--- src/rtl/rom_fetch_arbiter_pkg.sv ---
// rom_arb_pkg: shared types and constants for the ROM fetch/load arbiter.
//   owner_e : which requester owns the single in-flight ROM read
//   SZ_*    : load size encodings (3 is reserved and handled as a word)
package rom_arb_pkg;

  typedef enum logic [1:0] {
    OWN_NONE = 2'd0,
    OWN_IF   = 2'd1,
    OWN_LD   = 2'd2
  } owner_e;

  localparam logic [1:0] SZ_B = 2'd0;
  localparam logic [1:0] SZ_H = 2'd1;
  localparam logic [1:0] SZ_W = 2'd2;

endpackage

--- src/rtl/rom_fetch_arbiter_load_extend.sv ---
// load_extend: purely combinational byte/half/word extraction and extension.
// The word already starts at the requested byte, so only the low bytes are
// kept and the remaining bits are filled with zero or the sign bit.
//   word        in  32  raw data word
//   size        in  2   SZ_B / SZ_H / SZ_W (3 behaves as word)
//   is_unsigned in  1   1 = zero-extend, 0 = sign-extend
//   result      out 32  extended data
module load_extend
  import rom_arb_pkg::*;
(
  input  logic [31:0] word,
  input  logic [1:0]  size,
  input  logic        is_unsigned,
  output logic [31:0] result
);

  logic is_byte;
  logic is_word;
  logic fill;

  assign is_byte = (size == SZ_B);
  assign is_word = (size == SZ_W) || (size == 2'd3);
  // Sign source is bit 15 for halves, bit 7 otherwise (unused for words).
  assign fill    = !is_unsigned && ((size == SZ_H) ? word[15] : word[7]);

  genvar gi;
  generate
    for (gi = 0; gi < 32; gi++) begin : g_bit
      if (gi < 8) begin : g_low
        assign result[gi] = word[gi];
      end else if (gi < 16) begin : g_mid
        assign result[gi] = is_byte ? fill : word[gi];
      end else begin : g_high
        assign result[gi] = is_word ? word[gi] : fill;
      end
    end
  endgenerate

endmodule

--- src/rtl/rom_fetch_arbiter.sv ---
// rom_fetch_arbiter: shares the single synchronous read port of the program
// ROM between instruction fetch and the load unit. Round-robin arbitration,
// one grant per cycle, response returned to the owner one cycle later.
//   clk, rst_n                 clock, asynchronous active-low reset
//   if_req/if_addr/if_flush    fetch request, byte address, response kill
//   if_gnt/if_rvalid/if_rdata/if_err   fetch grant and response
//   ld_req/ld_addr/ld_size/ld_unsigned load request
//   ld_gnt/ld_rvalid/ld_rdata          load grant and extended response
//   rom_addr/rom_data          ROM address out, ROM data in (1-cycle latency)
module rom_fetch_arbiter
  import rom_arb_pkg::*;
#(
  parameter int ADDR_WIDTH = 12
) (
  input  logic                  clk,
  input  logic                  rst_n,
  input  logic                  if_req,
  input  logic [ADDR_WIDTH-1:0] if_addr,
  input  logic                  if_flush,
  output logic                  if_gnt,
  output logic                  if_rvalid,
  output logic [31:0]           if_rdata,
  output logic                  if_err,
  input  logic                  ld_req,
  input  logic [ADDR_WIDTH-1:0] ld_addr,
  input  logic [1:0]            ld_size,
  input  logic                  ld_unsigned,
  output logic                  ld_gnt,
  output logic                  ld_rvalid,
  output logic [31:0]           ld_rdata,
  output logic [ADDR_WIDTH-1:0] rom_addr,
  input  logic [31:0]           rom_data
);

  owner_e     owner_reg, owner_next;
  owner_e     last_reg, last_next;
  logic [1:0] ld_size_reg;
  logic       ld_unsigned_reg;
  logic       if_mis_reg;
  logic       if_win;
  logic       ld_win;
  logic [31:0] ld_ext;

  // Arbitration: a lone requester wins; on conflict the one not granted
  // last time wins.
  always_comb begin
    if_win     = if_req && (!ld_req || (last_reg == OWN_LD));
    ld_win     = ld_req && !if_win;
    owner_next = OWN_NONE;
    last_next  = last_reg;
    if (if_win) begin
      owner_next = OWN_IF;
      last_next  = OWN_IF;
    end else if (ld_win) begin
      owner_next = OWN_LD;
      last_next  = OWN_LD;
    end
  end

  // Grants are masked while reset is held so nothing looks accepted.
  assign if_gnt = rst_n && if_win;
  assign ld_gnt = rst_n && ld_win;

  always_comb begin
    rom_addr = '0;
    if (if_gnt) begin
      rom_addr = if_addr;
    end else if (ld_gnt) begin
      rom_addr = ld_addr;
    end
  end

  always_ff @(posedge clk or negedge rst_n) begin
    if (!rst_n) begin
      owner_reg       <= OWN_NONE;
      last_reg        <= OWN_LD;
      ld_size_reg     <= SZ_B;
      ld_unsigned_reg <= 1'b0;
      if_mis_reg      <= 1'b0;
    end else begin
      owner_reg <= owner_next;
      last_reg  <= last_next;
      if (ld_win) begin
        ld_size_reg     <= ld_size;
        ld_unsigned_reg <= ld_unsigned;
      end
      if (if_win) begin
        if_mis_reg <= |if_addr[1:0];
      end
    end
  end

  load_extend u_load_extend (
    .word        (rom_data),
    .size        (ld_size_reg),
    .is_unsigned (ld_unsigned_reg),
    .result      (ld_ext)
  );

  // Flush only hides the fetch response; the ROM read still completed.
  assign if_rvalid = (owner_reg == OWN_IF) && !if_flush;
  assign if_rdata  = if_rvalid ? rom_data : 32'd0;
  assign if_err    = if_rvalid && if_mis_reg;

  assign ld_rvalid = (owner_reg == OWN_LD);
  assign ld_rdata  = ld_rvalid ? ld_ext : 32'd0;

endmodule

--- config.mk ---
export PLATFORM = sky130hd
export DESIGN_NAME = rom_fetch_arbiter
export DESIGN_NICKNAME = d
export VERILOG_FILES = /design/src/rtl/rom_fetch_arbiter_pkg.sv /design/src/rtl/rom_fetch_arbiter_load_extend.sv /design/src/rtl/rom_fetch_arbiter.sv
export SDC_FILE = /design/constraint.sdc
export NUM_CORES = 1
export LEC_CHECK = 0
export CORE_ASPECT_RATIO = 0.9
export CORE_MARGIN = 2
export CORE_UTILIZATION = 27
export CTS_BUF_LIST = sky130_fd_sc_hd__clkbuf_16
export DETAILED_ROUTE_END_ITERATION = 12
export GPL_ROUTABILITY_DRIVEN = 0
export PLACE_DENSITY = 0.85
export SYNTH_ARGS = -nofsm -noshare
export SYNTH_HDL_FRONTEND = slang
export SYNTH_SLANG_ARGS = --single-unit
--- constraint.sdc ---
create_clock -name clk -period 2.9 [get_ports clk]
set_input_delay 0.435 -clock clk [delete_from_list [all_inputs] [get_ports clk]]
set_output_delay 0.435 -clock clk [all_outputs]
set_load 0.005 [all_outputs]
**Word level (Yosys, flattened, before mapping)**

Cells that the tools add are included.

- Bits in registers: 8
- Input bits: 64
- Logic and storage cells: 60
- Output and inout bits: 81

- Reductions and logical operators: 16
- Equality and inequality tests: 6
- Multiplexer cells: 33

Operators with widths:

| kind | number |
|---|---|
| $mux 32 | 2 |
| $mux 1 | 25 |
| $mux 12 | 2 |
| $eq 2x2->1 const B | 4 |
| $mux 2 | 4 |
| $logic_and 1x1->1 | 7 |
| $eq 2x1->1 const B | 2 |
| $logic_not 1->1 | 4 |
| $logic_not 2->1 | 1 |
| $logic_or 1x1->1 | 2 |
| $reduce_bool 2->1 | 1 |
| $reduce_or 2->1 | 1 |

**Depth between registers and ports, before layout**

Gate-level depths: netlist (run 1).

- Word-level depth: 8
- Mapped depth: 5

**Cells and area by module**

A second synthesis (run 1) with hierarchy kept.

- Cell total of the unflattened synthesis: 180
- Area, all modules: 1291.2 µm²

Modules (own cells, without submodules):

| module | area each (µm²) | sequential area each (µm²) | times used | cells an instance |
|---|---|---|---|---|
| rom_fetch_arbiter | 934.6 | 201.4 | 1 | 113 |
| load_extend | 356.6 | 0.0 | 1 | 67 |

**Worst setup path after synthesis (run 1)**

OpenSTA, ideal clock, no wires.

- Kind: register to output
- Start: register last_reg[1]
- End: output port rom_addr[0]
- Arrival: 1.294 ns
- Required time: 2.465 ns
- Setup slack: 1.171 ns
- Stages on the path, launching flop included: 5
- Path through: dfstp_2 -> nand2b_1 -> a211oi_2 -> buf_2 -> a22o_1

- Elaborated cells on any way between the ends: 9
- Classes of those cells: eq/ne: 1; mux: 2; reduce/logical: 6

RTL lines:

| what | RTL line | RTL |
|---|---|---|
| start, declared | rom_fetch_arbiter.sv:36 | `owner_e last_reg, last_next;` |
| start signal, assigned | rom_fetch_arbiter.sv:82 | `last_reg <= last_next;` |
| $eq 2x2->1 | rom_fetch_arbiter.sv:47 | `if_win = if_req && (!ld_req \|\| (last_reg == OWN_LD));` |
| $logic_or 1x1->1 | rom_fetch_arbiter.sv:47 |  |
| $logic_and 1x1->1 | rom_fetch_arbiter.sv:47 |  |
| $logic_and 1x1->1 | rom_fetch_arbiter.sv:61 | `assign if_gnt = rst_n && if_win;` |
| via if_gnt | rom_fetch_arbiter.sv:20 | `output logic if_gnt,` |
| $mux 12 | rom_fetch_arbiter.sv:66 | `if (if_gnt) begin` |
| end, declared | rom_fetch_arbiter.sv:31 | `output logic [ADDR_WIDTH-1:0] rom_addr,` |

The timed path passes the listed nets, and every way through them passes these cells.

**Worst setup path after layout (run 1)**

- Start: input port rom_data[7]
- End: output port ld_rdata[31]

- Cells in the longest elaborated chain, start to end: 4

RTL lines:

| what | RTL line | RTL |
|---|---|---|
| start, declared | rom_fetch_arbiter.sv:32 | `input logic [31:0] rom_data` |
| $mux 1 | rom_fetch_arbiter_load_extend.sv:24 | `assign fill = !is_unsigned && ((size == SZ_H) ? word[15] : word[7]);` |
| $logic_and 1x1->1 | rom_fetch_arbiter_load_extend.sv:24 |  |
| $mux 1 | rom_fetch_arbiter_load_extend.sv:34 | `assign result[gi] = is_word ? word[gi] : fill;` |
| $mux 32 | rom_fetch_arbiter.sv:106 | `assign ld_rdata = ld_rvalid ? ld_ext : 32'd0;` |
| end, declared | rom_fetch_arbiter.sv:30 | `output logic [31:0] ld_rdata,` |

No other way between the ends.

==> impl_metrics.ini, run 1 <==
[run_status]
status = finished clean

[clock_tree]
cts_tree = built
cts-buffers-inserted = 3
clk_transition_reported_paths_ns = 0.04
ctsResizeCount = 0
root_buffer = clkbuf_16
max-clock-path-buffers = 2
cts-htree-levels = 1
post-cts-setup-buffers = 0
cts_hold_buffers = 0
clkSinkCount = 8
clock_latency_ns = 0.23

[die]
fp.dieH_um = 63.51
fp.dieW_um = 70.12
start_util_pct = 28.27
io_pins = 145
core.rowCount = 21
die_area_um2 = 4453
design.core.area_um2 = 3757

[route]
met3_length_um = 310
vias = 1489
route.detailed.drc = 0
first_iter_violations = 44
finalWirelength_um = 4334
post_drt_via_cell_ratio = 4.540
top_layer = met3
drtPass1Iterations = 4
wl_per_cell_um = 13.21
routed-wl-met2_um = 2197
ant_nets = 0
wl_met1_um = 1827

[worst_setup_path]
cp_common_cell = clkdlybuf4s50_1
critPathCaptureType = primary output
critical_path_class = in2out
path_depth = 6
worstPathMaxFanout = 16
reg2reg_depth = 3
worst_setup_path_start_kind = primary input
critPathBufInv = 3
crit_chain = clkdlybuf4s50_1 -> mux2i_1 -> or3_1 -> buf_4 -> a21oi_1 -> clkdlybuf4s50_1
worst_path_max_delay_cell = clkdlybuf4s50_1
cp.required_ns = 2.47
critPathTopFamily = buffers and inverters
arrival_ns = 2.24
cpPeakStageDelay_ns = 0.52

[hold_path]
min_path_cells = 2
hp-class = reg2reg

[timing]
tightest_slew_ns = 0.4763
max_freq_ghz = 0.3745
rsz0062_at_grt = no
setup_tns_ns = 0
relSlewSlack_pct = 68.25
setup_violations = 0
layout_min_cycle_time_ns = 2.671
hold_viol = 0
skew_ns = 0.002810
fin_crit_sh_pct = 92.09
finalMaxSlewViolations = 0

[global_route]
grt_max_degree = 26
antenna_found_initial = 0
grt_pass1_wl_um = 6920
grt_use_total_pct = 18.98
grt_pass1_vias = 1355
grt_overflow = 0

[final_layout]
fillCellCount = 325
drive_above_1_share_pct = 9.929
final_nets = 347
design_area_um2 = 2626
synthToLayoutAreaGrowth_pct = 147.2
fin_cells = 328
antennaDiodeCount = 0

[synth]
synth_cell_types = 26
ys.flop_type = dfrtp_1
syn_inst = 138
synth.cells.most_frequent = and2_1 (41), nand2_1 (18), a22o_1 (12), a21oi_2 (9), o21a_1 (9)
yosysMostFrequentCell = and2_1
synth-seq-cells = 8
synth_edf_count = 0
synth_area_leaders = and2_1 (24%), dfrtp_1 (16%), a22o_1 (9.9%)
syn-num-nets = 202
yosys_warnings = 0
syn_avg_cell_area_um2 = 7.698
yosysTopAreaCellShare_pct = 24.15
seq_area_frac_synth_pct = 18.96
yosys.area.top_type = and2_1
async_flop_share_pct = 100.0
syn-cell-area_um2 = 1062

[pwr]
total_leakage_power_nw = 1.026
p_switching_uw = 211.5
irDropWorstVdd_mv = 0.2917
p_int_uw = 562.4
pwr-share-seq_pct = 18.1
cellPowerDensity_nw_per_um2 = 294.7
p_comb_share_pct = 51.7
clkPwrFrac_pct = 30.2
swShare_pct = 27.33

[placement]
dp_cells = 324
placed_cell_area_um2 = 2547
dp_hpwl_um = 3586
port_buffers = 144

[job]
maxCapViolations = 0
-- routing by layer --
metal	GRT usage (%)	up-vias
met5	0	-
met4	2.163	0
met3	5.120	0
met2	33.93	64
met1	23.46	666
li1	-	759
-- cell type report --
class / instances / area [um2] / area share (%)
Multi-Input combinational cell: 114 / 775.7 / 29.54
Tap cell: 46 / 57.56 / 2.192
Clock buffer: 3 / 75.07 / 2.859
Timing Repair Buffer: 151 / 1494 / 56.88
Sequential cell: 8 / 201.4 / 7.670
Clock inverter: 1 / 3.754 / 0.1429
Inverter: 5 / 18.77 / 0.7146
-- cells in the final DEF (no fill, tap or decap), types with 6 or more instances in the layout --
cell type        Yosys  final
and2_1              41     41
o21a_1               9      9
inv_1                5      6
buf_4                0      7
dfrtp_1              7      7
a22o_1              12     12
nand2_1             18     18
a21oi_1              7      7
clkdlybuf4s50_1      0    144
a21oi_2              9      9
-- metrics by stage --
step | hold slack, ns | total power, mW | setup WS [ns] | utilization (%)
2_1_floorplan | 0.1394 | 0.2983 | 1.171 | -
3_3_place_gp | 0.4791 | 0.5390 | 0.2681 | 67.80
3_5_place_dp | 0.4845 | 0.5437 | 0.2352 | 67.80
4_1_cts | 0.4941 | 0.7825 | 0.2337 | 69.90
5_1_grt | 0.5355 | 0.8217 | 0.09896 | 69.90
6_report | 0.5007 | 0.7739 | 0.2294 | 69.90
-- worst min-delay path, stage by stage (launching register included) --
cell     delay (ns)
dfstp_2        0.36
inv_1          0.04
o21ai_0        0.08
-- final timing paths --
path	startpoint	endpoint	slack [ns]
setup / recovery	rom_data[7]	ld_rdata[31]	0.23
hold / removal	last_reg[1]	last_reg[1]	0.50
setup reg to reg	last_reg[1]	ld_unsigned_reg	1.66
hold reg to reg	last_reg[1]	last_reg[1]	0.50
max in group asynchronous	rst_n	last_reg[1]	2.12
min in group asynchronous	rst_n	ld_size_reg[1]	0.57
-- cell families (layout without fill, tap and decap cells) --
| logic type | Yosys count | after routing | synth area share (%) |
|---|---|---|---|
| DFF | 8 | 8 | 18.96 |
| buffers and inverters | 16 | 160 | 8.480 |
| muxes | 4 | 4 | 4.122 |
| and+or+nand+nor | 68 | 68 | 35.93 |
| AOI/OAI and AO/OA | 42 | 42 | 32.51 |
-- power groups by stage --
stage	Combinational (mW)	Sequential [mW]	Clock, mW
finish	0.400	0.140	0.234
global route	0.434	0.142	0.246
CTS	0.405	0.139	0.238
detailed placement	0.403	0.141	0
global placement	0.399	0.140	0
floorplan	0.162	0.136	0
Power figures use the tool's default switching activity.
==> inputs of run 2 (changes only) <==
--- a/config.mk
+++ b/config.mk
@@ -12,6 +12,8 @@
 export DETAILED_ROUTE_END_ITERATION = 12
 export GPL_ROUTABILITY_DRIVEN = 0
 export PLACE_DENSITY = 0.85
+export RECOVER_POWER = 50
+export SLEW_MARGIN = 5
 export SYNTH_ARGS = -nofsm -noshare
 export SYNTH_HDL_FRONTEND = slang
 export SYNTH_SLANG_ARGS = --single-unit
==> impl_metrics.ini, run 2 (synthesis gave the netlist of run 1 again) <==
[route]
route.detailed.drc = 0
first_iter_violations = 47
finalWirelength_um = 4316
top_layer = met3
drtPass1Iterations = 4
wl_met1_um = 1757
ant_nets = 0
wl_per_cell_um = 13.16
met3_length_um = 315
vias = 1483
post_drt_via_cell_ratio = 4.521
routed-wl-met2_um = 2243

[placement]
port_buffers = 144
placed_cell_area_um2 = 2547
dp_hpwl_um = 3586

[clock_tree]
cts-buffers-inserted = 3
clk_transition_reported_paths_ns = 0.04
post-cts-setup-buffers = 0
cts_tree = built
root_buffer = clkbuf_16
cts-htree-levels = 1
cts_hold_buffers = 0
clock_latency_ns = 0.23
ctsResizeCount = 0
clkSinkCount = 8
max-clock-path-buffers = 2

[die]
start_util_pct = 28.27
design.core.area_um2 = 3757
core.rowCount = 21
fp.dieH_um = 63.51
io_pins = 145
fp.dieW_um = 70.12
die_area_um2 = 4453

[timing]
whs_ns = 0.5008
fin_crit_sh_pct = 93.58
rsz0062_at_grt = no
skew_ns = 0.002792
hold_viol = 0
setup_tns_ns = 0
tightest_slew_ns = 0.5230
max_freq_ghz = 0.3685
relSlewSlack_pct = 65.14
finalMaxSlewViolations = 0
layout_min_cycle_time_ns = 2.714
setup_violations = 0

[worst_setup_path]
worst_setup_path_start_kind = primary input
critPathCaptureType = primary output
worstPathMaxFanout = 13
critical_path_class = in2out
arrival_ns = 2.28
cp.required_ns = 2.47

[global_route]
grt_pass1_vias = 1355
grt_max_degree = 26
grt_use_total_pct = 18.98
antenna_found_initial = 0
grt_overflow = 0
grt_pass1_wl_um = 6920

[final_layout]
final_cell_mix = clkdlybuf4s50_1 (127), and2_1 (28), nand2_1 (18)
antennaDiodeCount = 0
final_nets = 347
final_core_util_pct = 69.43
final_common_cell = clkdlybuf4s50_1
design_area_um2 = 2609
drive_above_1_share_pct = 8.865
fillCellCount = 329
synthToLayoutAreaGrowth_pct = 145.6

[pwr]
p_comb_share_pct = 51.3
swShare_pct = 27.53
p_switching_uw = 210.9
p_int_uw = 555.1
p_total_uw = 766.1
cellPowerDensity_nw_per_um2 = 293.6
clkPwrFrac_pct = 30.5
irDropWorstVdd_mv = 0.2916
pwr-share-seq_pct = 18.2
total_leakage_power_nw = 1.050

[hold_path]
hp-class = reg2reg

[run_status]
status = finished clean

[job]
maxCapViolations = 0
[run 2: cell types whose count changed in the layout (fill, tap and decap cells not counted), sizes merged]
cell,change
clkdlybuf4s50,-17
clkbuf,+4
buf,-4
dlygate4sd3,+17
[run 2: layout make-up]
cell class | instances | area [um2] | area share, %
Tap cell | 46 | 57.56 | 2.206
Inverter | 5 | 18.77 | 0.7194
Sequential cell | 8 | 201.4 | 7.722
Clock inverter | 1 | 3.754 | 0.1439
Timing Repair Buffer | 151 | 1481 | 56.79
Clock buffer | 3 | 75.07 | 2.878
Multi-Input combinational cell | 114 | 770.7 | 29.54
[run 2: through the flow]
stage          instances  setup WS (ns)
3_5_place_dp         324         0.2352
5_1_grt              328        0.09179
4_1_cts              328         0.2337
6_report             328         0.1862
3_3_place_gp         324         0.2681
2_1_floorplan        138          1.171
[run 2: layer usage]
metal	track usage [%]	vias to the layer above
met5	0	-
met4	2.163	0
met3	5.120	0
met2	33.93	60
met1	23.46	664
li1	-	759
[run 2: power by group through the flow]
stage | combinational [mW] | clock (mW) | sequential (mW)
floorplan | 0.162 | 0 | 0.136
global placement | 0.399 | 0 | 0.140
detailed placement | 0.403 | 0 | 0.141
CTS | 0.405 | 0.238 | 0.139
global route | 0.427 | 0.246 | 0.141
finish | 0.393 | 0.234 | 0.140
[run 2: path summary, 6_finish.rpt]
| path | startpoint | endpoint | slack [ns] | cells after the start |
|---|---|---|---|---|
| setup / recovery | ld_req | rom_addr[8] | 0.19 | 4 |
| hold / removal | last_reg[1] | last_reg[1] | 0.50 | 2 |
| setup reg to reg | last_reg[1] | ld_unsigned_reg | 1.66 | 3 |
| hold reg to reg | last_reg[1] | last_reg[1] | 0.50 | 2 |
| max in group asynchronous | rst_n | last_reg[1] | 1.85 | 2 |
| min in group asynchronous | rst_n | ld_size_reg[1] | 0.72 | 2 |
[run 2: worst max-delay path: stages]
cell and delay, ns:
dlygate4sd3_1 0.63, and3_1 0.49, a22o_1 0.21, clkdlybuf4s50_1 0.50
==> inputs of run 3 (changes only) <==
--- a/config.mk
+++ b/config.mk
@@ -6,7 +6,6 @@
 export NUM_CORES = 1
 export LEC_CHECK = 0
 export CORE_ASPECT_RATIO = 0.9
-export CORE_MARGIN = 2
 export CORE_UTILIZATION = 27
 export CTS_BUF_LIST = sky130_fd_sc_hd__clkbuf_16
 export DETAILED_ROUTE_END_ITERATION = 12
==> impl_metrics.ini, run 3 (synthesis gave the netlist of run 1 again) <==
[worst_setup_path]
rrSetupSlack_ns = 1.66
worstPathMaxFanout = 13
critical_path_class = in2out
reg2reg_to = ld_size_reg[1]
reg2reg_depth = 3
arrival_ns = 2.25
cp.required_ns = 2.47
critPathBufInv = 2
worst_setup_path_start_kind = primary input
critPathTopFamily = buffers and inverters
crit_chain = dlygate4sd3_1 -> and3_1 -> a22o_1 -> clkdlybuf4s50_1
r2r-start = last_reg[1]
worst_path_max_delay_cell = dlygate4sd3_1
path_depth = 4
critPathCaptureType = primary output
cpPeakStageDelay_ns = 0.64

[timing]
fin_crit_sh_pct = 92.59
max_freq_ghz = 0.3724
layout_min_cycle_time_ns = 2.685
setup_violations = 0
skew_ns = 0.003979
whs_ns = 0.4943
setup_tns_ns = 0
finalMaxSlewViolations = 0
relSlewSlack_pct = 62.33
hold_viol = 0
tightest_slew_ns = 0.5650
rsz0062_at_grt = no

[global_route]
use_met3_pct = 4.259
grt_max_degree = 35
grt_overflow = 0
antenna_found_initial = 0
use_met2_pct = 33.33
grt_pass1_wl_um = 5727
grt-busiest-layer = met2
use_met1_pct = 20.93
grt_use_total_pct = 17.92
grt_pass1_vias = 1244

[clock_tree]
cts_tree = built
clkSinkCount = 8
clk_transition_reported_paths_ns = 0.04
post-cts-setup-buffers = 0
max-clock-path-buffers = 2
cts_hold_buffers = 0
cts-buffers-inserted = 3
cts-htree-levels = 1
root_buffer = clkbuf_16
ctsResizeCount = 0
clock_latency_ns = 0.23

[final_layout]
final_cell_mix = clkdlybuf4s50_1 (123), and2_1 (31), dlygate4sd3_1 (21)
final_core_util_pct = 69.89
antennaDiodeCount = 0
design_area_um2 = 2608
final_common_cell = clkdlybuf4s50_1
synthToLayoutAreaGrowth_pct = 145.5
drive_above_1_share_pct = 8.897
final_nets = 346

[die]
io_pins = 145
fp.dieW_um = 68.12
design.core.area_um2 = 3731
core.rowCount = 21
die_area_um2 = 4189
start_util_pct = 28.47
fp.dieH_um = 61.51

[hold_path]
hp-class = reg2reg
hp-start = last_reg[1]
min_to = last_reg[1]
min_path_cells = 2

[route]
vias = 1509
route.detailed.drc = 0
post_drt_via_cell_ratio = 4.615
finalWirelength_um = 4236
wl_per_cell_um = 12.95
first_iter_violations = 40
ant_nets = 0
drtPass1Iterations = 4

[placement]
dp_hpwl_um = 3461
placed_cell_area_um2 = 2540
port_buffers = 144

[pwr]
cellPowerDensity_nw_per_um2 = 294.1
total_leakage_power_nw = 1.064
irDropWorstVdd_mv = 0.3249
p_total_uw = 766.9

[run_status]
status = finished clean

[job]
maxCapViolations = 0
## run 3: cell count changes in the layout (fill, tap and decap cells not counted)
cell / previous run / this run
and2_1: 28 / 31
clkbuf_1: 2 / 1
clkdlybuf4s50_1: 127 / 123
clkbuf_2: 2 / 1
buf_4: 3 / 4
and2_0: 13 / 10
dlygate4sd3_1: 17 / 21
## run 3: layout make-up
cell class	count	area, um2
clock buffer	3	75.07
clock inverter	1	3.754
fill	334	1124
inverter	5	18.77
multi-input combinational	114	770.7
sequential	8	201.4
tap	46	57.56
timing repair buffer	150	1480
## run 3: power by group
group	internal [mW]	total (mW)	switching, mW
Clock	0.180	0.233	0.0539
Sequential	0.129	0.141	0.0125
Combinational	0.247	0.392	0.145
Total	0.555	0.767	0.212
## run 3: layer usage
metal | part of all wire [%] | up-vias
li1 | - | 757
met1 | 40 | 687
met5 | 0 | -
met2 | 51 | 61
met3 | 8.1 | 4
met4 | 0.78 | 0
## run 3: worst register-to-register path, cell delays in order, from the launching register on
cell and delay (ns):
dfstp_2 0.53, nand3b_1 0.09, nand2_1 0.16, mux2_2 0.35
## run 3: through the flow
stage / worst slack, ns / instances
6_report: 0.2150 / 327
5_1_grt: 0.07031 / 327
4_1_cts: 0.2136 / 327
3_5_place_dp: 0.2239 / 323
3_3_place_gp: 0.2610 / 323
2_1_floorplan: 1.171 / 138
## run 3: worst max path at each step
stage / start / to / slack, ns
floorplan: last_reg[1] / rom_addr[0] / 1.17
global placement: rom_data[7] / ld_rdata[31] / 0.26
detailed placement: rom_data[7] / ld_rdata[31] / 0.22
CTS: rom_data[7] / ld_rdata[31] / 0.21
global route: if_flush / if_rdata[25] / 0.07
finish: ld_req / rom_addr[3] / 0.22
